<file path="config.mk">
export PLATFORM = sky130hd
export DESIGN_NAME = input_conditioner
export DESIGN_NICKNAME = d
export VERILOG_FILES = /design/src/rtl/alarm_input_pkg.sv /design/src/rtl/debounce_channel.sv /design/src/rtl/input_conditioner.sv
export SDC_FILE = /design/constraint.sdc
export NUM_CORES = 1
export LEC_CHECK = 0
export CORE_MARGIN = 1
export CORE_UTILIZATION = 30
export DETAILED_ROUTE_END_ITERATION = 7
export GPL_TIMING_DRIVEN = 0
export PLACE_DENSITY_LB_ADDON = 0.05
export RECOVER_POWER = 25
export SLEW_MARGIN = 10
export SYNTH_ARGS = -nofsm -noshare
export SYNTH_HDL_FRONTEND = slang
export SYNTH_SLANG_ARGS = --single-unit
export TNS_END_PERCENT = 10
</file>
<file path="constraint.sdc">
create_clock -name clk -period 3 [get_ports clk]
set_clock_uncertainty 0.2 [all_clocks]
set_input_delay 0.6 -clock clk [delete_from_list [all_inputs] [get_ports clk]]
set_output_delay 0.6 -clock clk [all_outputs]
set_load 0.005 [all_outputs]
</file>
<file path="src/rtl/alarm_input_pkg.sv">
// Shared constants and types for the alarm-clock input conditioning path.
// Cycle counts assume the 50 MHz system clock of the CPU system.
package alarm_input_pkg;

    localparam int DB_CYCLES_50MHZ     = 500000;    // 10 ms
    localparam int HOLD_CYCLES_50MHZ   = 25000000;  // 500 ms
    localparam int REPEAT_CYCLES_50MHZ = 10000000;  // 200 ms

    typedef enum logic [1:0] {
        IDLE,
        HOLD,
        REPEAT
    } btn_state_t;

    function automatic int max_int(input int a, input int b);
        return (a > b) ? a : b;
    endfunction

endpackage

</file>
<file path="src/rtl/debounce_channel.sv">
// One input channel: 2-FF synchroniser followed by a counter debouncer.
// stable_next is the value stable will take at the coming edge, so callers can act on a change in the same cycle it lands.
module debounce_channel
    import alarm_input_pkg::*;
#(
    parameter int   DB_CYCLES = DB_CYCLES_50MHZ,
    parameter logic RESET_VAL = 1'b0
) (
    input  logic clk,
    input  logic reset,
    input  logic raw,
    output logic stable,
    output logic stable_next
);

    localparam int             CW       = $clog2(DB_CYCLES);
    localparam logic [CW-1:0]  CNT_LAST = CW'(DB_CYCLES - 1);

    logic          meta;
    logic          sync;
    logic [CW-1:0] cnt;
    logic [CW-1:0] cnt_next;

    always_ff @(posedge clk or negedge reset) begin
        if (!reset) begin
            meta <= RESET_VAL;
            sync <= RESET_VAL;
        end else begin
            meta <= raw;
            sync <= meta;
        end
    end

    // Any cycle where sync agrees with stable restarts the count, so short glitches die here.
    always_comb begin
        cnt_next    = '0;
        stable_next = stable;
        if (sync != stable) begin
            if (cnt == CNT_LAST) begin
                stable_next = sync;
            end else begin
                cnt_next = cnt + CW'(1);
            end
        end
    end

    always_ff @(posedge clk or negedge reset) begin
        if (!reset) begin
            stable <= RESET_VAL;
            cnt    <= '0;
        end else begin
            stable <= stable_next;
            cnt    <= cnt_next;
        end
    end

endmodule

</file>
<file path="src/rtl/input_conditioner.sv">
// Debounces the board switches and edit buttons for the CPU PIOs and turns
// button presses into single-cycle pulses with optional hold-to-repeat.
module input_conditioner
    import alarm_input_pkg::*;
#(
    parameter int N_SW           = 3,
    parameter int N_BTN          = 2,
    parameter int DB_CYCLES      = DB_CYCLES_50MHZ,
    parameter int HOLD_CYCLES    = HOLD_CYCLES_50MHZ,
    parameter int REPEAT_CYCLES  = REPEAT_CYCLES_50MHZ,
    parameter int REPEAT_EN      = 1,
    parameter int BTN_ACTIVE_LOW = 1
) (
    input  logic             clk,
    input  logic             reset,
    input  logic [N_SW-1:0]  sw_raw,
    input  logic [N_BTN-1:0] btn_raw,
    output logic [N_SW-1:0]  sw_states,
    output logic [N_BTN-1:0] btn_level,
    output logic [N_BTN-1:0] btn_pulse,
    output logic [N_BTN-1:0] btn_repeating
);

    localparam logic          BTN_IDLE_RAW = (BTN_ACTIVE_LOW != 0);
    localparam int            TW           = $clog2(max_int(HOLD_CYCLES, REPEAT_CYCLES));
    localparam logic [TW-1:0] HOLD_LAST    = TW'(HOLD_CYCLES - 1);
    localparam logic [TW-1:0] REPEAT_LAST  = TW'(REPEAT_CYCLES - 1);

    logic [N_SW-1:0] unused_sw_next;

    for (genvar i = 0; i < N_SW; i++) begin : g_sw
        debounce_channel #(
            .DB_CYCLES (DB_CYCLES),
            .RESET_VAL (1'b0)
        ) u_db (
            .clk         (clk),
            .reset       (reset),
            .raw         (sw_raw[i]),
            .stable      (sw_states[i]),
            .stable_next (unused_sw_next[i])
        );
    end

    for (genvar b = 0; b < N_BTN; b++) begin : g_btn
        logic          raw_stable;
        logic          raw_stable_next;
        logic          pressed_next;
        btn_state_t    state;
        btn_state_t    state_next;
        logic [TW-1:0] timer;
        logic [TW-1:0] timer_next;
        logic          pulse_q;
        logic          pulse_next;

        // Debounce runs in the raw polarity so the synchroniser can reset to the released level.
        debounce_channel #(
            .DB_CYCLES (DB_CYCLES),
            .RESET_VAL (BTN_IDLE_RAW)
        ) u_db (
            .clk         (clk),
            .reset       (reset),
            .raw         (btn_raw[b]),
            .stable      (raw_stable),
            .stable_next (raw_stable_next)
        );

        assign pressed_next     = raw_stable_next ^ BTN_IDLE_RAW;
        assign btn_level[b]     = raw_stable ^ BTN_IDLE_RAW;
        assign btn_pulse[b]     = pulse_q;
        assign btn_repeating[b] = (state == REPEAT);

        always_comb begin
            state_next = state;
            timer_next = timer;
            pulse_next = 1'b0;
            case (state)
                IDLE: begin
                    if (pressed_next && !btn_level[b]) begin
                        pulse_next = 1'b1;
                        timer_next = '0;
                        state_next = HOLD;
                    end
                end
                HOLD: begin
                    if (!pressed_next) begin
                        timer_next = '0;
                        state_next = IDLE;
                    end else if (timer == HOLD_LAST) begin
                        // Without repeat the timer simply parks at its last value.
                        if (REPEAT_EN != 0) begin
                            pulse_next = 1'b1;
                            timer_next = '0;
                            state_next = REPEAT;
                        end
                    end else begin
                        timer_next = timer + TW'(1);
                    end
                end
                REPEAT: begin
                    if (!pressed_next) begin
                        timer_next = '0;
                        state_next = IDLE;
                    end else if (timer == REPEAT_LAST) begin
                        pulse_next = 1'b1;
                        timer_next = '0;
                    end else begin
                        timer_next = timer + TW'(1);
                    end
                end
                default: begin
                    timer_next = '0;
                    state_next = IDLE;
                end
            endcase
        end

        always_ff @(posedge clk or negedge reset) begin
            if (!reset) begin
                state   <= IDLE;
                timer   <= '0;
                pulse_q <= 1'b0;
            end else begin
                state   <= state_next;
                timer   <= timer_next;
                pulse_q <= pulse_next;
            end
        end
    end

endmodule
</file>
Yosys cells after proc, flatten, opt, wreduce, memory -nomap -nowiden
Cells that the tools add are included.

Logic and storage cells: 118. Flip-flop bits (word level): 166. Input bits: 7. Output and inout port bits: 9.

Add/subtract/negate cells: 7. Bitwise operators: 4. Reduce and logical (&&, ||, !) cells: 9. Muxes and demuxes: 48. Equal/unequal tests: 24.

Operators with widths (number): 25-bit 2-to-1 mux (10); 19-bit 2-to-1 mux (10); 25-bit case mux with 3 select lines (2); 19-bit by 1-bit adder with 19-bit output (second input constant) (5); 19-bit equality test (second input constant) (5); 25-bit by 1-bit adder with 25-bit output (second input constant) (2); 25-bit by 24-bit equality test with 1-bit output (second input constant) (2); 25-bit equality test (second input constant) (2); 2-bit 2-to-1 mux (8); 1-bit 2-to-1 mux (14); 2-bit case mux with 3 select lines (2); 3-bit != test (second input constant) (2); 1-bit case mux with 3 select lines (2); 2-bit AND reduction (3); 3-bit AND reduction (2); 1-bit != test (5); 2-bit by 1-bit equality test with 1-bit output (second input constant) (2); 2-bit equality test (second input constant) (2); 2-bit zero test (2); 2-bit by 1-bit != test with 1-bit output (second input constant) (2); 2-bit != test (second input constant) (2); 1-bit NOT (4); 1-bit logical AND (2).

Logic depth before layout (Yosys ltp)
Depth in word-level cells: 7. Gate-level depth with buffers: 9. Gate-level depth less buffers: 7.

Cells and area by module
A second synthesis with hierarchy kept.

Cell total of the unflattened synthesis: 902. Area, all modules: 8838.5 µm².

Modules (own cells, without submodules): input_conditioner (area an instance 3432.0 µm², seq. area each 1401.3 µm², instances 1, cells an instance 377); debounce_channel (g_sw[0].u_db ...) (area an instance 1079.8 µm², seq. area each 550.5 µm², instances 3, cells an instance 105); debounce_channel (g_btn[0].u_db ...) (area an instance 1083.5 µm², seq. area each 554.3 µm², instances 2, cells an instance 105).

Worst setup path before layout
OpenSTA, ideal clock, no wires.

Path type: register to register. From: register g_btn[0].timer[15]. To: register g_btn[0].timer[8]. Stages on the path, launching flop included: 9. Clock period less this slack: 2.771 ns. Data required time: 2.679 ns. Arrival time: 2.450 ns. Buffers on the path: 2. Slack: 0.229 ns. Cells stage by stage: dfrtp_1 > buf_6 > or4_1 > or4_4 > o41ai_4 > a22oi_2 > buf_6 > a21o_1 > a22o_1.

Longest elaborated chain between the ends: 4. Elaborated cells on any way between the ends: 7.

Ends and longest elaborated chain: start, declared (line input_conditioner.sv:50) `logic [TW-1:0] timer;`; start signal, assigned (line input_conditioner.sv:124) `timer <= timer_next;`; 25-bit by 24-bit equality test with 1-bit output / 25-bit equality test (equally long branches) (line input_conditioner.sv:103, input_conditioner.sv:88); 25-bit 2-to-1 mux, on equally long branches (line input_conditioner.sv:103, input_conditioner.sv:88); 25-bit 2-to-1 mux, on equally long branches (line input_conditioner.sv:100, input_conditioner.sv:85); 25-bit case mux with 3 select lines * (line input_conditioner.sv:76) `case (state)`.

Mark *: on every way between the ends. The rest lies on a longest branch, timed or not. A chain may end at the register's enable or synchronous reset.

Worst setup path after layout
From: register g_btn[1].u_db.cnt[7]. To: register g_btn[1].timer[23].

Longest elaborated chain between the ends: 6. Elaborated cells on any way between the ends: 9.

Ends and longest elaborated chain: start, declared (line debounce_channel.sv:21) `logic [CW-1:0] cnt;`; start signal, assigned (line debounce_channel.sv:53) `cnt <= cnt_next;`; 19-bit equality test * (line debounce_channel.sv:39) `if (cnt == CNT_LAST) begin`; 1-bit 2-to-1 mux * (line debounce_channel.sv:39); 1-bit 2-to-1 mux * (line debounce_channel.sv:38) `if (sync != stable) begin`; parallel branches: the longest is 3 deep, another holds 25-bit 2-to-1 mux; end signal, assigned (line input_conditioner.sv:124); end, declared (line input_conditioner.sv:50).

Every way passes the cells marked *.

==> run metrics <==
Tcrit/Tclk final=a little over nine tenths; Post-Place Cells=1293; #FFs+latches synth=around 170; Worst Hold Class=reg -> reg; IO Pins=16; post-synthesis sequential area ratio=about half; GRT Total Usage=between 10 and 15%; synth unique cells=67; CP required=between 3000 and 4000 ps; number of diodes=0; DRC=0; Final Hold Viols=0; post-synth top area share=between 40% and 50%; slowest stage cell, crit path=or4b_4; Die Height=roughly 170 µm; RSZ-0062 raised after global routing=true; clk sinks=roughly 170; Syn-to-layout area delta=15.2%; async set-reset flop share out of synthesis=100%; worst-path fanout max=7; fmax=approximately 0.34 GHz; # setup viols final=0; CP endpoint kind=flop; CTS tree=built; first-pass GRT wire length=roughly 34000 µm; number of global-route vias before repair=approximately 6600; Non-Filler Instances=~1300; core area=0.0280 mm²; input/output buffers=15; CP dominant cell by count=buf_4; worst skew pair latency=430 ps; Longest Clk Path Bufs=2; Pwr Density=~470 mW/mm²; cells along the critical path=or4b_4 -> nor4_4 -> buf_4 -> and4_1 -> o22ai_2 -> buf_4 -> or3_1 -> o31ai_1; worst slew pin tran=roughly 1300 ps; Routed WL=19800 µm; R2R setup slack=~95 ps; grt ovf=0; Nets=approximately 960; die width=between 150 and 200 µm; hpwl dp=around 13000 µm; Area contributors post-synth=dfrtp_1, nor2_1, xor2_1, nand3_1, nand2_1; Slew HR=between 10 and 15%; Period minus WS final=a little under 3000 ps; Post-synth EDFFs=0; M1 GR Usage=20.3%; drt via density=between 4 and 5; FP Rows=a little over 60; Detail Route Antenna Nets=0; initial antenna violation count=0; Synth warnings=0; status=finished, final reports clean; synthesized net count=between 900 and 1000; # Max-Cap Violations=0; via count=6509; area leader, netlist=dfrtp_1; largest net degree at the start of global routing=63; crit path DAT=around 3000 ps; Mapped Area=between 0.008 and 0.009 mm²; startpoint types=flop; Num CTS Buffers=17; Main synth FF type=dfrtp_1; VDD IR max=between 0.0003 and 0.0004 V; Slew Viols, Final=0; setup ws final=about 95 ps; Largest stage delay, worst path=between 500 and 600 ps; area of the die=between 0.02 and 0.03 mm²; met2 usage=between 20% and 30%; Mapped Avg Cell Area=~9.6 µm²; global route hottest layer=met2; drt pass-1 iters=4; Root Driver=clkbuf_16; layout cell share with drive strength beyond 1=~8.6%; initial core utilization=between 30% and 40%; drt first-iter violations=~320; Syn Inst Count=about 900; routability cong.=~0.75; M3 GR Usage=between 2 and 3%; WL/cell=approximately 15 µm; Crit Path Class=reg -> reg; Setup WS pre-CTS=-274 ps; htree depth=4; Worst-path clk slew=roughly 70 ps; Static Leak=approximately 4 nW
## area by class of cell
class	count	area (µm²)
buffer	30	169
multi-input combinational	678	4230
clock inverter	13	146
timing repair buffer	20	205
inverter	24	90.1
clock buffer	19	443
fill	2905	18100
tap	378	473
sequential	166	4160
## report_power, final
group	leakage [nW]	internal [W]	switching, W
clock	0.285	0.00126	0.000987
sequential	2.27	0.00226	0.0000205
combinational	1.56	0.0000329	0.0000827
total	4.12	0.00356	0.00109
## metrics by stage
stage | total power (W) | util [%] | instance area, µm² | hold slack [ps] | setup TNS, ps
3_5_place_dp | 0.00245 | 33.2 | 9300 | 136 | -1900
2_1_floorplan | 0.00237 | - | 8610 | 104 | 0
6_report | 0.00465 | 35.4 | 9920 | 151 | 0
4_1_cts | 0.00476 | 35.4 | 9920 | 153 | 0
5_1_grt | 0.00485 | 35.4 | 9920 | 159 | -1640
3_3_place_gp | 0.00245 | 33.0 | 9240 | 134 | -1058060
## state kept, by name, indices dropped and copies added (netlist names)
name / count
g_btn.pulse_q: 2
g_btn.state: 4
g_btn.timer: 50
g_btn.u_db.cnt: 38
g_btn.u_db.meta: 2
g_btn.u_db.stable: 2
g_btn.u_db.sync: 2
g_sw.u_db.cnt: 57
g_sw.u_db.meta: 3
g_sw.u_db.stable: 3
g_sw.u_db.sync: 3
## synthesized netlist by cell type, drive strengths merged, types with 3 or more instances
library cell,instances
a21oi,13
and2,11
clkbuf,16
xor2,52
o21ai,21
nand3,65
nand2,83
a21o,8
or4,4
o2bb2ai,3
o22a,3
nor4b,9
mux2,3
nor3,18
buf,14
nand3b,5
o311ai,6
a22oi,3
dfrtp,160
nand4,30
o211ai,8
o41a,3
inv,24
nor4,15
and3,22
nor2b,5
nor2,143
or2,7
a22o,17
a221o,7
dfstp,6
a31oi,7
xnor2,34
o31ai,7
ha,15
and4,18
or3,10
## cell usage in the layout (no fill, tap or decap), drive strengths merged, types with 9 or more instances in the layout
cell	synthesis	layout
a21oi	13	13
a22o	17	17
and2	11	11
and3	22	22
and4	18	18
buf	14	18
clkbuf	16	36
clkdlybuf4s50	0	9
dfrtp	160	160
ha	15	15
inv	24	29
nand2	83	83
nand3	65	65
nand4	30	30
nor2	143	143
nor3	18	18
nor4	15	15
nor4b	9	9
o21ai	21	21
or3	10	10
xnor2	34	34
xor2	52	52
## per-layer routing
layer / part of all wire [%] / routed length [µm]
met5: 0 / 0
met4: 1.2 / 230
met3: 1.9 / 374
met2: 46 / 9130
met1: 51 / 10100
## worst max-delay path, delay by kind of cell, from the launching register on
family | cells | cell delay, ps
buf+inv | 2 | 350
flops | 1 | 440
simple gates | 4 | 1440
compound gates | 2 | 390
## timing repair
item / in CTS / in global routing
pin swaps: 2 / 2
gates resized for setup: 3 / 9
endpoints found under the setup margin: 16 / 28
hold endpoints to repair: 42 / 0
gates cloned: 0 / 0
hold buffers: 1 / 0
buffers inserted: 2 / 0
## logic make-up (layout without fill, tap and decap cells)
| group | count (synthesis) | count (layout) | share of synthesized area (%) |
|---|---|---|---|
| AND/OR/NAND/NOR | 455 | 455 | 26.8 |
| flip-flops | 166 | 166 | 48.3 |
| AO/OA/AOI/OAI | 117 | 117 | 10.3 |
| XOR/XNOR | 86 | 86 | 8.75 |
| buffers and inverters | 54 | 106 | 2.96 |
| adder cells (fa/ha/maj) | 15 | 15 | 2.18 |
| multiplexers | 5 | 5 | 0.625 |
## final timing paths
kind                       depth (start not counted)                  from                  end
min reg2reg                                        0     g_sw[2].u_db.meta    g_sw[2].u_db.sync
max reg2reg                                        8  g_btn[1].u_db.cnt[7]   g_btn[1].timer[23]
min                                                0     g_sw[2].u_db.meta    g_sw[2].u_db.sync
max                                                8  g_btn[1].u_db.cnt[7]   g_btn[1].timer[23]
min in group asynchronous                          2                 reset   g_btn[0].timer[15]
max in group asynchronous                          3                 reset  g_sw[1].u_db.cnt[6]
Power figures use the tool's default switching activity.
